File: src/rtl/pipeline_hazard_ctrl_if.sv
// Hazard control bundle between the pipeline datapath and its controller.
// master = datapath (hazard sources, consumes cond); slave = controller.
interface pipeline_hazard_ctrl_if #(
  parameter int CNT_W = 16
);
  logic [4:0]       id_rs;
  logic [4:0]       id_rt;
  logic             id_uses_rt;
  logic             ex_memread;
  logic [4:0]       ex_rt;
  logic             id_jump;
  logic             ex_branch_taken;
  logic             mem_busy;
  logic [1:0]       pc_cond;
  logic [1:0]       ifid_cond;
  logic [1:0]       idex_cond;
  logic [1:0]       exmem_cond;
  logic             redirect_en;
  logic [CNT_W-1:0] stall_cnt;
  logic [CNT_W-1:0] flush_cnt;

  modport master (
    output id_rs, id_rt, id_uses_rt,
    output ex_memread, ex_rt,
    output id_jump, ex_branch_taken, mem_busy,
    input  pc_cond, ifid_cond, idex_cond,
    input  exmem_cond, redirect_en,
    input  stall_cnt, flush_cnt
  );

  modport slave (
    input  id_rs, id_rt, id_uses_rt,
    input  ex_memread, ex_rt,
    input  id_jump, ex_branch_taken, mem_busy,
    output pc_cond, ifid_cond, idex_cond,
    output exmem_cond, redirect_en,
    output stall_cnt, flush_cnt
  );
endinterface

File: src/rtl/pipeline_hazard_ctrl.sv
// Pipeline hazard controller: load-use stall, branch/jump flush, memory
// freeze with deferred redirect replay. Ports: clk, reset, hz (slave).
module pipeline_hazard_ctrl #(
  parameter int CNT_W = 16
) (
  input  logic clk,
  input  logic reset,
  pipeline_hazard_ctrl_if.slave hz
);

  typedef enum logic [1:0] {
    RUN,
    LU_BUBBLE,
    FREEZE,
    REPLAY
  } state_t;

  // cond encoding: 0 flush, 1 load, 2 hold
  // packed as {pc, ifid, idex, exmem}
  localparam logic [7:0] P_RST  = 8'b00_00_00_00;
  localparam logic [7:0] P_RUN  = 8'b01_01_01_01;
  localparam logic [7:0] P_HOLD = 8'b10_10_10_10;
  localparam logic [7:0] P_LU   = 8'b10_10_00_01;
  localparam logic [7:0] P_BR   = 8'b01_00_00_01;
  localparam logic [7:0] P_JMP  = 8'b01_00_01_01;

  localparam logic [CNT_W-1:0] CNT_MAX =
    {CNT_W{1'b1}};

  state_t     state_q, state_d;
  logic       pend_q, pend_d;
  logic       pend_br_q, pend_br_d;
  logic [7:0] cond;
  logic       redir;
  logic       lu;
  logic       redir_in;

  logic [CNT_W-1:0] stall_q;
  logic [CNT_W-1:0] flush_q;

  assign lu = hz.ex_memread
           && (hz.ex_rt != 5'd0)
           && ((hz.ex_rt == hz.id_rs)
            || (hz.id_uses_rt
             && (hz.ex_rt == hz.id_rt)));

  assign redir_in = hz.ex_branch_taken
                 || hz.id_jump;

  always_comb begin
    cond      = P_RUN;
    redir     = 1'b0;
    state_d   = state_q;
    pend_d    = pend_q;
    pend_br_d = pend_br_q;
    if (reset) begin
      cond    = P_RST;
      state_d = RUN;
      pend_d  = 1'b0;
    end else begin
      unique case (state_q)
        RUN, LU_BUBBLE: begin
          state_d = RUN;
          if (hz.mem_busy) begin
            cond    = P_HOLD;
            state_d = FREEZE;
            if (redir_in) begin
              pend_d    = 1'b1;
              pend_br_d = hz.ex_branch_taken;
            end
          end else if (hz.ex_branch_taken) begin
            cond  = P_BR;
            redir = 1'b1;
          end else if (hz.id_jump) begin
            cond  = P_JMP;
            redir = 1'b1;
          end else if (lu && state_q == RUN) begin
            // the bubble cycle lets the load
            // advance, so no second stall
            cond    = P_LU;
            state_d = LU_BUBBLE;
          end
        end
        FREEZE: begin
          // hold also in the exit cycle
          cond = P_HOLD;
          if (hz.mem_busy) begin
            if (redir_in) begin
              pend_d    = 1'b1;
              pend_br_d = hz.ex_branch_taken;
            end
          end else begin
            state_d = pend_q ? REPLAY : RUN;
          end
        end
        REPLAY: begin
          if (hz.mem_busy) begin
            cond    = P_HOLD;
            state_d = FREEZE;
            if (redir_in) begin
              pend_br_d = hz.ex_branch_taken;
            end
          end else begin
            cond    = pend_br_q ? P_BR : P_JMP;
            redir   = 1'b1;
            pend_d  = 1'b0;
            state_d = RUN;
          end
        end
        default: begin
          state_d = RUN;
        end
      endcase
    end
  end

  always_ff @(posedge clk) begin
    state_q   <= state_d;
    pend_q    <= pend_d;
    pend_br_q <= pend_br_d;
  end

  always_ff @(posedge clk) begin
    if (reset) begin
      stall_q <= '0;
      flush_q <= '0;
    end else begin
      if (cond[7:6] == 2'd2
          && stall_q != CNT_MAX) begin
        stall_q <= stall_q + 1'b1;
      end
      if (cond[5:4] == 2'd0
          && flush_q != CNT_MAX) begin
        flush_q <= flush_q + 1'b1;
      end
    end
  end

  assign hz.pc_cond     = cond[7:6];
  assign hz.ifid_cond   = cond[5:4];
  assign hz.idex_cond   = cond[3:2];
  assign hz.exmem_cond  = cond[1:0];
  assign hz.redirect_en = redir;
  assign hz.stall_cnt   = stall_q;
  assign hz.flush_cnt   = flush_q;

endmodule

File: src/flat_wrapper.sv
// flat-port wrapper written by rule: the top's interface ports become plain ports
module pipeline_hazard_ctrl_flat 
#(
  parameter int CNT_W = 16
)
  (clk, reset, hz_id_rs, hz_id_rt, hz_id_uses_rt, hz_ex_memread, hz_ex_rt, hz_id_jump, hz_ex_branch_taken, hz_mem_busy, hz_pc_cond, hz_ifid_cond, hz_idex_cond, hz_exmem_cond, hz_redirect_en, hz_stall_cnt, hz_flush_cnt);
  pipeline_hazard_ctrl_if #(.CNT_W(CNT_W)) hz_i ();
  input  logic clk;
  input  logic reset;
  input wire logic [$bits(hz_i.id_rs)-1:0] hz_id_rs;
  input wire logic [$bits(hz_i.id_rt)-1:0] hz_id_rt;
  input wire logic [$bits(hz_i.id_uses_rt)-1:0] hz_id_uses_rt;
  input wire logic [$bits(hz_i.ex_memread)-1:0] hz_ex_memread;
  input wire logic [$bits(hz_i.ex_rt)-1:0] hz_ex_rt;
  input wire logic [$bits(hz_i.id_jump)-1:0] hz_id_jump;
  input wire logic [$bits(hz_i.ex_branch_taken)-1:0] hz_ex_branch_taken;
  input wire logic [$bits(hz_i.mem_busy)-1:0] hz_mem_busy;
  output wire logic [$bits(hz_i.pc_cond)-1:0] hz_pc_cond;
  output wire logic [$bits(hz_i.ifid_cond)-1:0] hz_ifid_cond;
  output wire logic [$bits(hz_i.idex_cond)-1:0] hz_idex_cond;
  output wire logic [$bits(hz_i.exmem_cond)-1:0] hz_exmem_cond;
  output wire logic [$bits(hz_i.redirect_en)-1:0] hz_redirect_en;
  output wire logic [$bits(hz_i.stall_cnt)-1:0] hz_stall_cnt;
  output wire logic [$bits(hz_i.flush_cnt)-1:0] hz_flush_cnt;
  assign hz_i.id_rs = hz_id_rs;
  assign hz_i.id_rt = hz_id_rt;
  assign hz_i.id_uses_rt = hz_id_uses_rt;
  assign hz_i.ex_memread = hz_ex_memread;
  assign hz_i.ex_rt = hz_ex_rt;
  assign hz_i.id_jump = hz_id_jump;
  assign hz_i.ex_branch_taken = hz_ex_branch_taken;
  assign hz_i.mem_busy = hz_mem_busy;
  assign hz_pc_cond = hz_i.pc_cond;
  assign hz_ifid_cond = hz_i.ifid_cond;
  assign hz_idex_cond = hz_i.idex_cond;
  assign hz_exmem_cond = hz_i.exmem_cond;
  assign hz_redirect_en = hz_i.redirect_en;
  assign hz_stall_cnt = hz_i.stall_cnt;
  assign hz_flush_cnt = hz_i.flush_cnt;
  pipeline_hazard_ctrl #(.CNT_W(CNT_W)) u_core (.clk(clk), .reset(reset), .hz(hz_i));
endmodule
File: config.mk
export PLATFORM = sky130hd
export DESIGN_NAME = pipeline_hazard_ctrl_flat
export DESIGN_NICKNAME = d
export VERILOG_FILES = /design/src/rtl/pipeline_hazard_ctrl_if.sv /design/src/rtl/pipeline_hazard_ctrl.sv /design/src/flat_wrapper.sv
export SDC_FILE = /design/constraint.sdc
export NUM_CORES = 1
export LEC_CHECK = 0
export CAP_MARGIN = 10
export CORE_MARGIN = 3
export CORE_UTILIZATION = 50
export DETAILED_ROUTE_END_ITERATION = 10
export PLACE_DENSITY = 0.85
export SYNTH_ARGS = -nofsm -noshare
export SYNTH_HDL_FRONTEND = slang
export SYNTH_SLANG_ARGS = --single-unit
File: constraint.sdc
create_clock -name clk -period 3.35 [get_ports clk]
set_input_delay 0.67 -clock clk [delete_from_list [all_inputs] [get_ports clk]]
set_output_delay 0.67 -clock clk [all_outputs]
set_load 0.02 [all_outputs]
==> results.sh <==
export IMPL_synthFlopType="dfxtp_1"
export IMPL_internal_power_uw=747
export IMPL_max_cap_violations=0
export IMPL_dp_cells=351
export IMPL_crit_arrival_ps=2570
export IMPL_n_fill_cell=298
export IMPL_cts_made_buffers=5
export IMPL_synthCells=244
export IMPL_first_pass_iters=4
export IMPL_cts_sinks=36
export IMPL_power_sequential_fraction_pct=45.2
export IMPL_area_delta_synth_final_pct=39.8
export IMPL_cp_start_kind="input port"
export IMPL_rsz0062_at_grt="false"
export IMPL_synth_edf_count=1
export IMPL_dieArea_sq_um=4890
export IMPL_clockBufferDepth=2
export IMPL_worstSetupEndpointType="output port"
export IMPL_portBuffers=62
export IMPL_status="complete, no violations"
export IMPL_async_flop_share_pct=0
export IMPL_tightest_slew_ps=903
export IMPL_ant_nets=0
export IMPL_holdCritPathClass="reg -> reg"
export IMPL_coreArea_sq_um=3800
export IMPL_grt_start_max_net_pins=32
export IMPL_setup_ws_ps=106
export IMPL_drtIter0Drc=156
export IMPL_clkLatencyLatePin_ps=280
export IMPL_die_h_um=69.9
export IMPL_cts_root_buf="clkbuf_8"
export IMPL_post_place_ws_ps=-224
export IMPL_htreeDepth=2
export IMPL_seq_area_sq_um=731
export IMPL_slew_violations=0
export IMPL_synth_seq_cells=36
export IMPL_overflow=0
export IMPL_finalHoldViolations=0
export IMPL_clkTransAtPathRegs_ps=70
export IMPL_skew_ps=5.06
export IMPL_drcViolationCount=0
export IMPL_die_w_um=69.9
export IMPL_critPathSlowestCell="or4_1"
export IMPL_cpPeakStageDelay_ps=550
export IMPL_drive_gt1_share_pct=9.00
export IMPL_ys_types=47
export IMPL_post_route_min_period_ps=3240
export IMPL_via_count=2090
export IMPL_total_power_uw=988
export IMPL_rows=22
export IMPL_hold_ws_ps=500
export IMPL_fmax_mhz=308
export IMPL_avgSynthCellArea_sq_um=8.37
export IMPL_netlist_area_sq_um=2040
export IMPL_worst_path_buf_inv=3
export IMPL_multi_input_area_sq_um=1210
export IMPL_initial_core_util_pct=53.8
export IMPL_cp_required_ps=2680
export IMPL_setup_tns_ps=0
export IMPL_worstPathMaxFanout=3
export IMPL_power_frac_comb_pct=16.0
export IMPL_nets=338
export IMPL_routed_wl_um=5300
export IMPL_io_pins=63
export IMPL_cts_tree="yes"
export IMPL_p_clk_share_pct=38.8
export IMPL_maxSlewHeadroom_pct=38.8
export IMPL_ir_drop_v=0.000292
export IMPL_switchingPower_uw=242
export IMPL_antenna_found_initial=0
export IMPL_grt_pass1_vias=2026
export IMPL_setup_viol=0
export IMPL_gp_congestion=0.843
export IMPL_final_cell_count_no_fill=359
export IMPL_critPathTopFamily="buffers and inverters"
export IMPL_yosys_warnings=0
export IMPL_hpwl_um=3830
export IMPL_gr_usage_all_layers_pct=21.9
export IMPL_path_class="in -> out"
export IMPL_vias_per_cell=5.82
export IMPL_finalCritPeriodShare_pct=96.8
export IMPL_p_per_area_nw_per_um2=346
export IMPL_grt_pass1_wl_um=8970
export IMPL_num_antenna_cells=0
export IMPL_ys_seq_area_share_pct=35.8
export IMPL_wl_per_cell_um=14.8
export IMPL_worstPathCellList="clkdlybuf4s50_1 -> or4_1 -> o211ai_2 -> buf_4 -> o311ai_1 -> a21oi_1 -> dlygate4sd2_1"
export IMPL_leakagePower_nw=1.03
export IMPL_synthesis_nets=272
export IMPL_switching_share_pct=24.4
[kinds of logic after synthesis]
family	synth area share [%]
AOI/OAI and AO/OA	18.6
xor gates and xnor gates	9.87
adders and majority gates	3.68
buffers and inverters	5.27
DFF	35.8
muxes	1.04
and+or+nand+nor	25.8
[state kept, by name (all words and copies together), names as in the netlist]
register	cells
u_core.pend_br_q	1
u_core.hz.stall_cnt	16
u_core.pend_q	1
u_core.hz.flush_cnt	16
u_core.state_q	2
[cell type report]
type,count,share of cell area [%]
Clock buffer,8,4.25
Timing Repair Buffer,73,24.6
Sequential cell,36,25.6
Multi-Input combinational cell,185,42.3
Inverter,9,1.18
Tap cell,48,2.10
[per-stage QoR]
stage,instance area (sq um),util [%]
finish,2850,75.1
floorplan,2040,-
detailed placement,2740,72.2
global route,2850,75.1
CTS,2860,75.3
global placement,2740,72.2
[timing repair]
item / 4_1_cts / 5_1_grt
endpoints found under the setup margin: 5 / 3
buffers inserted: 0 / 0
hold buffers: 0 / 0
gates resized for setup: 5 / 6
[power by group through the flow]
stage,combinational [mW],clock (mW),sequential (mW)
2_1_floorplan,0.0776,0,0.461
3_3_place_gp,0.154,0,0.456
3_5_place_dp,0.158,0,0.456
4_1_cts,0.158,0.392,0.447
5_1_grt,0.169,0.412,0.448
6_report,0.158,0.384,0.447
[synth_stat cells (2+ instances only)]
cell type	count	area (sq um)
nor2_1	27	101
buf_1	2	7.51
o21ai_0	7	35.0
buf_2	5	25.0
o2111ai_1	2	17.5
and2_1	2	12.5
or4_1	9	67.6
nor4_1	5	31.3
dfxtp_1	35	701
inv_1	9	33.8
xnor2_1	9	78.8
xor2_1	14	123
ha_1	6	75.1
o22ai_1	2	12.5
o31ai_1	7	52.6
o311ai_0	6	52.6
nor3_1	6	30.0
a21oi_1	14	70.1
or3_1	5	31.3
nand2_1	12	45.0
o41ai_1	4	35.0
clkbuf_1	4	15.0
a21o_1	2	15.0
nand3_1	15	75.1
nand4_1	3	18.8
buf_4	2	15.0
a32oi_1	2	17.5
and3_1	9	56.3
[layout by cell type (no fill, tap or decap), types with 10 or more instances in the layout]
master           count
buf_4               10
nand3_1             15
clkdlybuf4s50_1     57
nor2_1              26
dfxtp_1             35
xor2_1              14
nand2_1             12
a21oi_1             14
[worst min-delay path: stages (launching register included)]
cell and delay (ps):
dfxtp_1 330, o31ai_1 70, a21oi_1 60
[routing by layer]
layer	up-vias	share of wire, %	global-route usage [%]
li1	1035	-	-
met1	987	44	25.5
met2	62	50	39.1
met3	6	5.0	5.47
met4	0	0.87	7.02
met5	-	0	0
[worst paths after layout]
check / from / end / slack [ps] / depth (start not counted)
hold reg to reg: u_core.hz.stall_cnt[8]$_SDFFE_PP0P_ / u_core.hz.stall_cnt[8]$_SDFFE_PP0P_ / 500 / 2
setup / recovery: hz_ex_rt[3] / hz_idex_cond[0] / 110 / 7
hold / removal: u_core.hz.stall_cnt[8]$_SDFFE_PP0P_ / u_core.hz.stall_cnt[8]$_SDFFE_PP0P_ / 500 / 2
setup reg to reg: u_core.state_q[0]$_SDFFE_PP0P_ / u_core.hz.flush_cnt[13]$_SDFFE_PP0P_ / 800 / 8
(Power assumes the default switching activity.)
